$ cat src/rtl/dcsk_pkg.sv
// Shared types and constants for the DCSK transmit request controller.
package dcsk_pkg;

  localparam int MSG_W  = 32;
  localparam int SEED_W = 8;
  localparam int N_REQ  = 2;

  typedef logic [1:0] sf_t;

  typedef enum logic [2:0] {
    IDLE       = 3'd0,
    LOAD       = 3'd1,
    SEND       = 3'd2,
    WAIT_START = 3'd3,
    WAIT_DONE  = 3'd4
  } state_t;

  // Grants are one-hot over two requesters, so the index is just the upper bit.
  function automatic logic grant_to_idx(input logic [N_REQ-1:0] grant);
    return grant[1];
  endfunction

endpackage

$ cat src/rtl/dcsk_rr_arb.sv
// Two-requester round-robin arbiter; the priority pointer moves past whoever was granted.
module dcsk_rr_arb
  import dcsk_pkg::*;
(
  input  logic             clk,
  input  logic             rst_n,
  input  logic             en,
  input  logic [N_REQ-1:0] req,
  output logic [N_REQ-1:0] grant
);

  logic ptr_r;

  // Combinational grant: on contention the pointer decides, otherwise the lone requester wins.
  always_comb begin
    grant = 2'b00;
    if (!en) begin
      grant = 2'b00;
    end else if (req == 2'b11) begin
      grant = ptr_r ? 2'b10 : 2'b01;
    end else begin
      grant = req;
    end
  end

  // Priority pointer update: an accepted grant hands priority to the other requester.
  always_ff @(posedge clk) begin
    if (!rst_n) begin
      ptr_r <= 1'b0;
    end else if (grant == 2'b01) begin
      ptr_r <= 1'b1;
    end else if (grant == 2'b10) begin
      ptr_r <= 1'b0;
    end else begin
      ptr_r <= ptr_r;
    end
  end

endmodule

$ cat src/rtl/dcsk_tx_ctrl.sv
// Arbitrates two transfer requesters onto one DCSK transmitter and sequences
// seed load, send strobe, start timeout and completion reporting.
module dcsk_tx_ctrl
  import dcsk_pkg::*;
#(
  parameter int START_TIMEOUT = 16
) (
  input  logic                    i_clk,
  input  logic                    i_arst_n,
  input  logic [N_REQ-1:0]        i_req_valid,
  output logic [N_REQ-1:0]        o_req_ready,
  input  logic [N_REQ*MSG_W-1:0]  i_req_msg,
  input  logic [N_REQ*2-1:0]      i_req_sf,
  input  logic [N_REQ*SEED_W-1:0] i_req_seed,
  output logic [MSG_W-1:0]        o_msg,
  output logic [1:0]              o_sf,
  output logic [SEED_W-1:0]       o_seed,
  output logic                    o_load_seed,
  output logic                    o_send,
  input  logic                    i_is_sending,
  output logic                    o_busy,
  output logic                    o_done,
  output logic                    o_err,
  output logic                    o_id
);

  localparam int CNT_W = $clog2(START_TIMEOUT + 1);
  localparam logic [CNT_W-1:0] CNT_LAST = CNT_W'(START_TIMEOUT - 1);
  localparam logic [CNT_W-1:0] CNT_MAX  = CNT_W'(START_TIMEOUT);

  state_t             state_r;
  logic [CNT_W-1:0]   cnt_r;
  logic               arb_en_s;
  logic [N_REQ-1:0]   grant_s;
  logic               sel_idx_s;
  logic [MSG_W-1:0]   sel_msg_s;
  sf_t                sel_sf_s;
  logic [SEED_W-1:0]  sel_seed_s;

  // Requests are only offered while idle and the transmitter is quiet.
  always_comb begin
    arb_en_s = 1'b0;
    if (i_arst_n && (state_r == IDLE) && !i_is_sending) begin
      arb_en_s = 1'b1;
    end else begin
      arb_en_s = 1'b0;
    end
  end

  dcsk_rr_arb u_arb (
    .clk   (i_clk),
    .rst_n (i_arst_n),
    .en    (arb_en_s),
    .req   (i_req_valid),
    .grant (grant_s)
  );

  assign o_req_ready = grant_s;

  // Payload mux for the granted requester.
  always_comb begin
    sel_idx_s  = grant_to_idx(grant_s);
    sel_msg_s  = i_req_msg[MSG_W-1:0];
    sel_sf_s   = i_req_sf[1:0];
    sel_seed_s = i_req_seed[SEED_W-1:0];
    if (sel_idx_s) begin
      sel_msg_s  = i_req_msg[2*MSG_W-1:MSG_W];
      sel_sf_s   = i_req_sf[3:2];
      sel_seed_s = i_req_seed[2*SEED_W-1:SEED_W];
    end else begin
      sel_msg_s  = i_req_msg[MSG_W-1:0];
      sel_sf_s   = i_req_sf[1:0];
      sel_seed_s = i_req_seed[SEED_W-1:0];
    end
  end

  // Transfer sequencer; every output is registered and strobes default low.
  always_ff @(posedge i_clk) begin
    if (!i_arst_n) begin
      state_r     <= IDLE;
      cnt_r       <= CNT_W'(0);
      o_msg       <= {MSG_W{1'b0}};
      o_sf        <= 2'b00;
      o_seed      <= {SEED_W{1'b0}};
      o_load_seed <= 1'b0;
      o_send      <= 1'b0;
      o_busy      <= 1'b0;
      o_done      <= 1'b0;
      o_err       <= 1'b0;
      o_id        <= 1'b0;
    end else begin
      o_load_seed <= 1'b0;
      o_send      <= 1'b0;
      o_done      <= 1'b0;
      o_err       <= 1'b0;
      case (state_r)
        IDLE: begin
          if (|grant_s) begin
            o_msg       <= sel_msg_s;
            o_sf        <= sel_sf_s;
            o_seed      <= sel_seed_s;
            o_id        <= sel_idx_s;
            o_load_seed <= 1'b1;
            o_busy      <= 1'b1;
            state_r     <= LOAD;
          end else begin
            o_busy      <= 1'b0;
          end
        end
        LOAD: begin
          o_send  <= 1'b1;
          state_r <= SEND;
        end
        SEND: begin
          cnt_r   <= CNT_W'(0);
          state_r <= WAIT_START;
        end
        WAIT_START: begin
          // A late start still wins over the timeout on the final cycle.
          if (i_is_sending) begin
            state_r <= WAIT_DONE;
          end else if (cnt_r == CNT_LAST) begin
            o_err   <= 1'b1;
            o_busy  <= 1'b0;
            state_r <= IDLE;
          end else if (cnt_r != CNT_MAX) begin
            cnt_r   <= cnt_r + CNT_W'(1);
          end else begin
            cnt_r   <= cnt_r;
          end
        end
        WAIT_DONE: begin
          if (!i_is_sending) begin
            o_done  <= 1'b1;
            o_busy  <= 1'b0;
            state_r <= IDLE;
          end else begin
            state_r <= WAIT_DONE;
          end
        end
        default: begin
          o_busy  <= 1'b0;
          state_r <= IDLE;
        end
      endcase
    end
  end

endmodule

$ cat config.mk
export PLATFORM = sky130hd
export DESIGN_NAME = dcsk_tx_ctrl
export DESIGN_NICKNAME = d
export VERILOG_FILES = /design/src/rtl/dcsk_pkg.sv /design/src/rtl/dcsk_rr_arb.sv /design/src/rtl/dcsk_tx_ctrl.sv
export SDC_FILE = /design/constraint.sdc
export NUM_CORES = 1
export LEC_CHECK = 0
export ABC_CLOCK_PERIOD_IN_PS = 3550
export CORE_ASPECT_RATIO = 1.5
export CORE_UTILIZATION = 31
export CTS_CLUSTER_SIZE = 10
export DETAILED_ROUTE_END_ITERATION = 8
export GPL_TIMING_DRIVEN = 0
export HOLD_SLACK_MARGIN = 0.08
export PLACE_DENSITY_LB_ADDON = 0.2
export SLEW_MARGIN = 10
export SYNTH_ARGS = -nofsm -noshare
export SYNTH_HDL_FRONTEND = slang
export SYNTH_SLANG_ARGS = --single-unit
$ cat constraint.sdc
create_clock -name i_clk -period 3.55 [get_ports i_clk]
set_input_delay 0.5325 -clock i_clk [delete_from_list [all_inputs] [get_ports i_clk]]
set_output_delay 0.5325 -clock i_clk [all_outputs]
set_load 0.01 [all_outputs]
After elaboration in Yosys (flattened, before gate mapping) --
Index checks and enable logic that the tools add are counted.
Operators by class: reduce and logical (&&, ||, !) cells 15, add/subtract/negate cells 1, equality and inequality tests 16, bitwise logic cells 3, mux-type cells 26
Operators by type and width (number):
- 2-to-1 mux 32 bit | 1
- 2-to-1 mux 5 bit | 3
- one-hot mux 3 bit (5 select lines) | 1
- 2-to-1 mux 3 bit | 4
- 2-to-1 mux 1 bit | 10
- inequality test 2 bit (second input constant) | 5
- one-hot mux 5 bit (2 select lines) | 1
- 2-to-1 mux 2 bit | 4
- 2-to-1 mux 8 bit | 1
- AND reduction 2 bit | 4
- AND reduction 4 bit | 2
- equality test 3 x 2 -> 1 bit (second input constant) | 2
- adder 5 x 1 -> 5 bit (second input constant) | 1
- equality test 5 x 4 -> 1 bit (second input constant) | 1
- inequality test 5 bit (second input constant) | 1
- equality test 2 bit (second input constant) | 2
- one-hot mux 1 bit (4 select lines) | 1
- nonzero test 2 bit | 2
- OR reduction 2 bit | 2
- equality test 3 x 1 -> 1 bit (second input constant) | 1
- equality test 3 bit (second input constant) | 1
- logical NOT 3 bit | 1
- inequality test 3 bit (second input constant) | 1
- NOT 1 bit | 3
- other kinds (5) | 6
Storage, ports and cells: register bits after elaboration 57, word-level logic and storage cells 73, input bits 89

Logic depth before layout (Yosys ltp) --
Gate-level depths: netlist of the first run.
depth in word-level cells 8, depth in mapped cells 12, gate-level depth less buffers 7

Cells and area by module --
Synthesis of the first run repeated with hierarchy kept, for this count alone.
Unflattened totals: cell total of the unflattened synthesis 286, area, all modules 2932.8 um^2
By module, submodules not included:
- dcsk_tx_ctrl | sequential area each 1121.1 um^2, cells each 277, times used 1, area an instance 2854.0 um^2
- dcsk_rr_arb | sequential area each 20.0 um^2, cells each 9, times used 1, area an instance 78.8 um^2

Least setup slack after synthesis of the first run --
Ideal clock, no wire load.
kind input to register, start in i_is_sending, end reg o_seed[6], cell stages on the path 11, setup slack 0.509 ns, arrival 2.915 ns, data required time 3.424 ns, setup time 0.126 ns, buffers on the path 4, cells stage by stage clkbuf_1 nor4b_4 buf_6 nand3_1 or2_1 ha_1 or4_1 buf_2 buf_6 a311oi_2 a211oi_2
On the way: cells in the longest elaborated chain, start to end 6, elaborated cells on any way between the ends 7, those cells by class 3 x mux; 4 x reduce/logical
RTL lines:
- start, declared | RTL line dcsk_tx_ctrl.sv:20 | input logic i_is_sending,
- logical NOT 1 bit *
- logical AND 1 bit * | RTL line dcsk_tx_ctrl.sv:43 | if (i_arst_n && (state_r == IDLE) && !i_is_sending) begin
- 2-to-1 mux 1 bit * | RTL line dcsk_tx_ctrl.sv:43
- 2-to-1 mux 2 bit * | RTL line dcsk_rr_arb.sv:17 | if (!en) begin
- OR reduction 2 bit | RTL line dcsk_tx_ctrl.sv:98 | if (|grant_s) begin
- AND reduction 2 bit (no line)
- end signal, assigned | RTL line dcsk_tx_ctrl.sv:84 | o_seed <= {SEED_W{1'b0}};
- end signal, assigned | RTL line dcsk_tx_ctrl.sv:101 | o_seed <= sel_seed_s;
- end, declared | RTL line dcsk_tx_ctrl.sv:17 | output logic [SEED_W-1:0] o_seed,
Every way passes the cells marked *; elsewhere a longest branch is shown, timed or not. A chain may end at the register's enable or synchronous reset.

Worst setup path in the final report of the first run --
start in i_req_valid[1], end out o_req_ready[1]
On the way: cells in the longest elaborated chain, start to end 3
RTL lines:
- start, declared | RTL line dcsk_tx_ctrl.sv:10 | input logic [N_REQ-1:0] i_req_valid,
- equality test 2 bit | RTL line dcsk_rr_arb.sv:19 | end else if (req == 2'b11) begin
- 2-to-1 mux 2 bit * | RTL line dcsk_rr_arb.sv:19
- 2-to-1 mux 2 bit * | RTL line dcsk_rr_arb.sv:17
- end, declared | RTL line dcsk_tx_ctrl.sv:11 | output logic [N_REQ-1:0] o_req_ready,
Marks and branches as above.

==> results of run 1 <==
## layout make-up
class | count | area, um^2 | share of cell area, %
Multi-Input combinational cell | 241 | 1575 | 32.53
Timing Repair Buffer | 139 | 1384 | 28.58
Sequential cell | 57 | 1141 | 23.57
Buffer | 44 | 280.3 | 5.788
Clock buffer | 11 | 242.7 | 5.013
Tap cell | 112 | 140.1 | 2.894
Clock inverter | 5 | 55.05 | 1.137
Inverter | 6 | 23.77 | 0.4910
## cell usage in the layout (no fill, tap or decap), drive strengths merged, types with 7 or more instances in the layout
master           n
o21ai           45
buf             25
a211oi          42
clkdlybuf4s50  136
nor2            48
a311oi          42
clkbuf          33
nand2            7
dfxtp           57
## per-stage QoR
step	hold WS (ps)	area (um^2)	power, mW	worst slack [ps]	utilization, %
floorplan	473.9	3020	0.9586	508.8	-
global placement	446.4	4522	1.218	48.56	48.30
detailed placement	466.5	4522	1.224	-3.485	48.30
CTS	474.5	4820	2.089	277.2	51.48
global route	499.8	4842	2.164	227.4	51.72
finish	465.4	4842	2.077	398.0	51.72
## logic make-up (layout without fill, tap and decap cells)
logic type | count (synthesis) | count (layout)
multiplexers | 1 | 1
buffers and inverters | 50 | 205
AND/OR/NAND/NOR | 91 | 91
adder cells (fa/ha/maj) | 5 | 5
flip-flops | 57 | 57
AO/OA/AOI/OAI | 144 | 144
## critical path, stage by stage
cell and delay (ps):
clkdlybuf4s50_1 500, nor2b_1 140, clkbuf_1 360, nand3_2 180, clkinv_2 150, buf_4 200
clkdlybuf4s50_1 550
## state kept, by name, summed over array words and instances, names as in the netlist
signal and count:
cnt_r 5, o_busy 1, o_done 1, o_err 1, o_id 1, o_load_seed 1, o_msg 32, o_seed 8
o_send 1, o_sf 2, state_r 3, u_arb.ptr_r 1
## per-layer routing
metal / GRT usage (%) / up-vias / part of all wire (%)
met4: 8.621 / 0 / 2.3
met1: 25.33 / 1600 / 39
met3: 4.723 / 20 / 5.4
met2: 38.43 / 128 / 54
li1: - / 1640 / -
met5: 0 / - / 0
## cells in the mapped netlist, types with 2 or more instances
cell	n
a211oi_1	41
a21oi_1	6
a311oi_1	41
a31oi_1	2
and3b_1	3
buf_2	2
buf_4	8
buf_6	11
clkbuf_1	22
dfxtp_1	57
ha_1	5
inv_1	5
nand2_1	7
nand2b_1	2
nand3_1	5
nand4b_1	2
nor2_1	48
nor2b_1	5
nor4_1	2
o21ai_0	45
o22ai_1	2
or2_1	2
or4_1	2
## worst paths after layout
path	from	end	slack [ps]	cells past startpoint
max	i_req_valid[1]	o_req_ready[1]	400	7
min	o_id$_SDFFE_PN0P_	o_id$_SDFFE_PN0P_	470	2
max reg2reg	state_r[1]$_SDFFE_PN0P_	o_msg[14]$_SDFFE_PN0P_	620	11
min reg2reg	o_id$_SDFFE_PN0P_	o_id$_SDFFE_PN0P_	470	2
## power groups by stage
stage,Clock (mW),Combinational (mW),Sequential (mW)
3_5_place_dp,0,0.491,0.733
5_1_grt,0.902,0.537,0.726
6_report,0.859,0.497,0.721
4_1_cts,0.875,0.494,0.720
2_1_floorplan,0,0.206,0.752
3_3_place_gp,0,0.487,0.732
==> metrics.cfg, run 1 <==
[outcome]
outcome = finished clean

[power_and_ir_drop]
vdd_drop_max_uv = 293.1
swShare_pct = 26.99
switchingPower_mw = 0.5606
comb_power_share_pct = 23.9
p_leak_nw = 1.695
p_int_mw = 1.516
clkPwrFrac_pct = 41.4
power_density_nw_per_um2 = 428.9
p_seq_share_pct = 34.7

[detailed_routing]
via_per_inst = 5.509
vias = 3388
drc = 0
ant_nets = 0
drt_iter0_markers = 181
drtPass1Iterations = 4
routed_wl_um = 10700
detail_route.wl_per_cell_um = 17.40

[synthesis]
synth_edf_count = 0
synth_top_family_by_area = compound AO/OA/AOI/OAI gates
yosys.area_share.simple_pct = 15.95
ys.warnings.count = 0
async_reset_ff_share_pct = 0
avgSynthCellArea_um2 = 8.679
seq_area_frac_synth_pct = 37.78
synthMuxAreaShare_pct = 0.3314
ys_seq_elements = 57
yosysUniqueCellTypes = 46
synth_largest_area_cell = dfxtp_1
synth_fa_ha_area_share_pct = 2.071
synth_top_area_share_pct = 37.78
syn_area_um2 = 3020
netlist_instances = 348
synth-compound-area-share_pct = 33.80
synth_xor_area_share_pct = 0
yosys-top-cells-area = dfxtp_1 (38%), a311oi_1 (12%), a211oi_1 (10%)
synth_fp_nets = 442
ys.flop_type = dfxtp_1

[global_routing]
grt_max_degree = 11
grt-ovfl-total = 0
grt_pass1_vias = 3393
antenna_found_initial = 0
track_usage_pct = 21.90
grt_pass1_wl_um = 16800

[worst_setup_path]
worstSetupStartpointType = input pin
worst-path-max-fanout = 10
cp.required_ps = 3020
arrival_ps = 2620
end_kind = primary output
path_class = in2out

[place]
gp_congestion = 0.7942
numPortBuffers = 136
placed_cells = 596
dpl.hpwl_um = 7833

[finish]
nets = 592
area_growth_pct = 60.31
n_antenna_cell = 0
fillCellCount = 910
instances_no_fill = 615
layout-drive-gt1-share_pct = 8.946

[clocking]
cts_setup_buffers = 0
cts_tree = yes
clk_pin_slew_worst_paths_ps = 50
clock-root-buffer = clkbuf_16
clk_path_buf_depth = 2
cts_max_level = 3
numCtsBuffers = 9
cts_hold_buf = 0
clock_latency_ps = 320
ctsResizeCount = 0
cts.sinks = 57

[sta]
finalCritPeriodShare_pct = 88.79
clock_skew_ps = 5.355
setup_viol = 0
finalHoldViolations = 0
slew_viol_final = 0
max_freq_mhz = 317.3
slew_headroom_pct = 60.20
tightest_slew_ps = 592.1
period_needed_ps = 3152
rsz0062_at_grt = no
tns_ps = 0

[floorplan]
dieArea_um2 = 10150
num_io_pins = 139
die_w_um = 82.60
start_util_pct = 32.26
fp.dieH_um = 122.9
fp.coreArea_um2 = 9361
rows = 43

[worst_hold_path]
hp-class = reg2reg

[run]
cap_violations = 0

No activity file was read; power rests on OpenSTA's default activity.
==> run 2, diff against run 1 <==
MAX_ROUTING_LAYER = met4   (was default)
==> run 2 against run 1 <==
Core utilization unchanged. Combinational power about the same. Sequential share of layout area unchanged.
==> metrics.cfg, run 2 (synthesis results as in run 1) <==
[clocking]
cts_hold_buf = 0
cts_max_level = 3
clk_path_buf_depth = 2
clock_latency_ps = 320
cts_tree = yes
cts.sinks = 57
clk_pin_slew_worst_paths_ps = 50
numCtsBuffers = 9
clock-root-buffer = clkbuf_16

[place]
dpl.hpwl_um = 7833
numPortBuffers = 136
gp_congestion = 0.8055
placed_cells = 596
dpl-instance-area_um2 = 4522

[worst_setup_path]
worst-path-max-fanout = 10
worstSetupStartpointType = input pin
end_kind = primary output
worstPathCellList = clkdlybuf4s50_1 > nor2b_1 > clkbuf_1 > nand3_2 > clkinv_2 > buf_4 > clkdlybuf4s50_1
arrival_ps = 2630
crit_top_cell = clkdlybuf4s50_1
path_delay_family = buffers and inverters
cp.required_ps = 3020
path_buf_inv = 5
cpMaxStageDelayCell = clkdlybuf4s50_1
path_class = in2out
crit_path_max_incr_delay_ps = 550

[finish]
multi_input_area_um2 = 1575
area_growth_pct = 60.31
layout_commonest_cell = clkdlybuf4s50_1
instances_no_fill = 615
layout-drive-gt1-share_pct = 8.946
final_cell_area_um2 = 4842
top_register = o_msg
fillCellCount = 910
n_antenna_cell = 0
top_regs = o_msg: 32 flops, o_seed: 8 flops, cnt_r: 5 flops
nets = 592
regArea_um2 = 1141
final_cell_mix = clkdlybuf4s50_1 (136), dfxtp_1 (57), nor2_1 (48), o21ai_0 (45)
largest_reg_flops = 32

[sta]
tightest_slew_ps = 593.4
slew_headroom_pct = 60.11
setup_viol = 0
max_freq_mhz = 316.7
finalHoldWorstSlack_ps = 465.5
rsz0062_at_grt = no
finalHoldViolations = 0
period_needed_ps = 3158
clock_skew_ps = 5.724
slew_viol_final = 0
finalCritPeriodShare_pct = 88.95

[global_routing]
track_usage_pct = 22.51
grt_max_degree = 11
grt_pass1_wl_um = 16790
antenna_found_initial = 0
grt_pass1_vias = 3392
grt-ovfl-total = 0

[worst_hold_path]
hp-class = reg2reg

[detailed_routing]
vias = 3406
via_per_inst = 5.538
drt_iter0_markers = 183
drc = 0
routed_wl_um = 10730
detail_route.wl_per_cell_um = 17.45
drtPass1Iterations = 4
ant_nets = 0

[floorplan]
num_io_pins = 139
start_util_pct = 32.26
die_w_um = 82.60
rows = 43
fp.dieH_um = 122.9
dieArea_um2 = 10150
fp.coreArea_um2 = 9361

[run]
cap_violations = 0

[power_and_ir_drop]
power_density_nw_per_um2 = 429.0
p_total_mw = 2.077
p_leak_nw = 1.695
vdd_drop_max_uv = 292.4

[outcome]
outcome = finished clean

[run 2: path summary, 6_finish.rpt]
kind | slack (ps) | from | depth (start not counted) | end
hold / removal | 470 | o_id$_SDFFE_PN0P_ | 2 | o_id$_SDFFE_PN0P_
hold reg to reg | 470 | o_id$_SDFFE_PN0P_ | 2 | o_id$_SDFFE_PN0P_
setup reg to reg | 610 | state_r[1]$_SDFFE_PN0P_ | 11 | o_msg[14]$_SDFFE_PN0P_
setup / recovery | 390 | i_req_valid[1] | 7 | o_req_ready[1]
[run 2: metal layers]
metal	part of all wire (%)	vias up	track usage, %
met4	2.3	0	8.621
met5	0	-	-
met2	53	138	38.48
li1	-	1636	-
met1	39	1611	25.74
met3	4.9	21	3.985
[run 2: repair_timing]
| action | 4_1_cts | 5_1_grt |
|---|---|---|
| setup buffers | 0 | 3 |
| gates resized for setup | 0 | 0 |
| endpoints found under the setup margin | 0 | 8 |
[run 2: where the power goes]
group	switching [mW]	leakage (nW)	total (mW)	internal [mW]
Combinational	0.234	1.09	0.497	0.263
Sequential	0.0268	0.465	0.721	0.694
Clock	0.300	0.142	0.859	0.559
Total	0.561	1.70	2.08	1.52
[run 2: worst register-to-register path, delay by kind of cell (launching register included)]
kind / cells / cell delay, ps
adders and majority gates: 1 / 250
buffers and inverters: 4 / 920
and+or+nand+nor: 4 / 1030
AOI/OAI and AO/OA: 2 / 360
DFF: 1 / 290
[run 2: layout make-up]
class | instances | area share, %
inverter | 6 | 0.4910
tap | 112 | 2.894
buffer | 44 | 5.788
clock inverter | 5 | 1.137
sequential | 57 | 23.57
clock buffer | 11 | 5.013
multi-input combinational | 241 | 32.53
timing repair buffer | 139 | 28.58
[run 2: metrics by stage]
step | setup TNS (ps) | utilization, % | setup slack [ps]
final | 0 | 51.72 | 392.1
after global routing | 0 | 51.72 | 227.4
after CTS | 0 | 51.48 | 277.2
after detailed placement | -3.485 | 48.30 | -3.485
after global placement | 0 | 48.30 | 48.56
after floorplan | 0 | - | 508.8
==> run 3, diff against run 2 <==
SYNTH_HIERARCHICAL = 1   (was default)
==> run 3 against run 2 <==
Cell count shrank 10%. Global-route usage fell by 4.3 points. Clock power fell by 8.7%. Register-to-register slack worse by 30 ps. Clock-buffer cell count increased by 2. Critical path depth increased by 1. Setup slack lost 220 ps. Combinational power up 8.5%. First-iteration DRC count decreased by 69%. Critical path type unchanged.
==> metrics.cfg, run 3 <==
[worst_setup_path]
worst-path-max-fanout = 10
cpMaxStageDelayCell = clkdlybuf4s50_1
crit_path_max_incr_delay_ps = 590
worstSetupStartpointType = input pin
ff2ff_setup_slack_ps = 580
path_class = in2out
crit_top_cell = clkdlybuf4s50_1
arrival_ps = 2840
end_kind = primary output
cp.required_ps = 3020
worstPathCellList = clkdlybuf4s50_1 > inv_2 > clkbuf_1 > nor2_1 > and2_1 > nand2_1 > a21oi_2 > clkdlybuf4s50_1

[worst_hold_path]
hp-class = reg2reg

[detailed_routing]
vias = 2785
detail_route.wl_per_cell_um = 15.18
drtPass1Iterations = 4
via_per_inst = 5.045
routed_wl_um = 8380
drt_iter0_markers = 56
ant_nets = 0
drc = 0

[power_and_ir_drop]
p_leak_nw = 1.597
power_density_nw_per_um2 = 432.5
vdd_drop_max_uv = 240.9
swShare_pct = 27.31
p_seq_share_pct = 35.4
p_total_mw = 2.047
comb_power_share_pct = 26.3
clkPwrFrac_pct = 38.3
p_int_mw = 1.488
switchingPower_mw = 0.5591

[place]
numPortBuffers = 138
dpl.hpwl_um = 6451
dpl_worst_slack_ps = -35.29
gp_congestion = 0.8406

[sta]
tightest_slew_ps = 691.1
finalHoldWorstSlack_ps = 513.0
slew_headroom_pct = 53.93
rsz0062_at_grt = no
tns_ps = 0
slew_viol_final = 0
setup_viol = 0
setup_slack_ps = 173.4
max_freq_mhz = 296.2
period_needed_ps = 3377
finalHoldViolations = 0
clock_skew_ps = 5.798
finalCritPeriodShare_pct = 95.12

[global_routing]
grt-ovfl-total = 0
grt_pass1_vias = 2796
track_usage_pct = 18.26
grt_max_degree = 11
antenna_found_initial = 0
grt_pass1_wl_um = 13100

[synthesis]
synth_top_area_share_pct = 38.91
syn_area_um2 = 2933
ys.warnings.count = 6
yosys-top-cells-area = dfxtp_1 (39%), a211oi_2 (17%), mux2i_1 (15%)
synth_most_common_cell = dfxtp_1
netlist_instances = 286
synth_fp_nets = 379
async_reset_ff_share_pct = 0
yosysUniqueCellTypes = 45
seq_area_frac_synth_pct = 38.91
synth_largest_area_cell = dfxtp_1
synth_edf_count = 0
ys_seq_elements = 57
ys.flop_type = dfxtp_1
synth_common_cells = dfxtp_1 (57), a21oi_1 (46), mux2i_1 (43), a211oi_2 (40), clkbuf_1 (18)
avgSynthCellArea_um2 = 10.25

[clocking]
cts_setup_buffers = 0
cts.sinks = 57
cts_tree = yes
clk_path_buf_depth = 2
clock_latency_ps = 320
clk_pin_slew_worst_paths_ps = 50
clock-root-buffer = clkbuf_16
cts_hold_buf = 0
numCtsBuffers = 9
cts_max_level = 3

[run]
cap_violations = 0

[floorplan]
die_w_um = 81.42
fp.dieH_um = 121.1
num_io_pins = 139
rows = 43
dieArea_um2 = 9861
start_util_pct = 31.88
fp.coreArea_um2 = 9200

[finish]
final_cell_mix = clkdlybuf4s50_1 (138), dfxtp_1 (57), a21oi_1 (45), mux2i_1 (43), a211oi_2 (40)
n_antenna_cell = 0
layout-drive-gt1-share_pct = 15.91
layout_commonest_cell = clkdlybuf4s50_1
nets = 528
top_regs = o_msg: 32 flops, o_seed: 8 flops, cnt_r: 5 flops
area_growth_pct = 61.39
largest_reg_flops = 32
top_register = o_msg

[outcome]
outcome = finished clean

[run 3: worst paths after layout]
check                           from                     end  cells after the start
max                         i_arst_n          o_req_ready[0]                      8
min           o_msg[10]$_SDFFE_PN0P_  o_msg[10]$_SDFFE_PN0P_                      2
max reg2reg  state_r[0]$_SDFFE_PN0P_  o_msg[27]$_SDFFE_PN0P_                     11
min reg2reg   o_msg[10]$_SDFFE_PN0P_  o_msg[10]$_SDFFE_PN0P_                      2
[run 3: cell type report]
cell class | instances | area (um^2)
repair buffers | 138 | 1381
inverters | 6 | 22.52
clock buffers | 13 | 260.3
multi-input cells | 193 | 1609
clock inverters | 3 | 15.01
fillers | 901 | 4467
well taps | 112 | 140.1
flip-flops and latches | 57 | 1141
plain buffers | 30 | 163.9
[run 3: per-stage QoR]
stage               instances  utilization, %  instance area (um^2)
detailed placement        536           48.42                  4454
CTS                       552           51.41                  4730
finish                    552           51.45                  4733
floorplan                 286               -                  2933
global placement          536           48.42                  4454
global route              552           51.45                  4733
[run 3: power by group through the flow]
stage,combinational (mW),sequential [mW],clock [mW]
2_1_floorplan,0.254,0.760,0
3_3_place_gp,0.538,0.735,0
3_5_place_dp,0.545,0.736,0
4_1_cts,0.546,0.725,0.804
5_1_grt,0.584,0.731,0.839
6_report,0.539,0.725,0.784
[run 3: timing repair]
action / CTS / global route
resized for setup: 0 / 1
endpoints found under the setup margin: 0 / 1
hold endpoints to repair: 0 / 0
[run 3: critical path: cells and delay by family]
family                 cells  cell delay [ps]
buffers and inverters      4             1470
and+or+nand+nor            3              630
AOI/OAI and AO/OA          1              210
[run 3: kinds of logic after synthesis]
family | after synthesis | share of synthesized area (%)
AO/OA/AOI/OAI | 103 | 29.57
adder cells (fa/ha/maj) | 4 | 1.707
buffers and inverters | 36 | 6.356
flip-flops | 57 | 38.91
multiplexers | 43 | 14.68
AND/OR/NAND/NOR | 43 | 8.789
[run 3: metal layers]
| metal | share of wire, % | up-vias | global-route usage [%] |
|---|---|---|---|
| met4 | 3.1 | 0 | 10.94 |
| met1 | 38 | 1297 | 18.77 |
| met5 | 0 | - | - |
| met2 | 53 | 87 | 31.56 |
| li1 | - | 1381 | - |
| met3 | 6.2 | 20 | 3.158 |
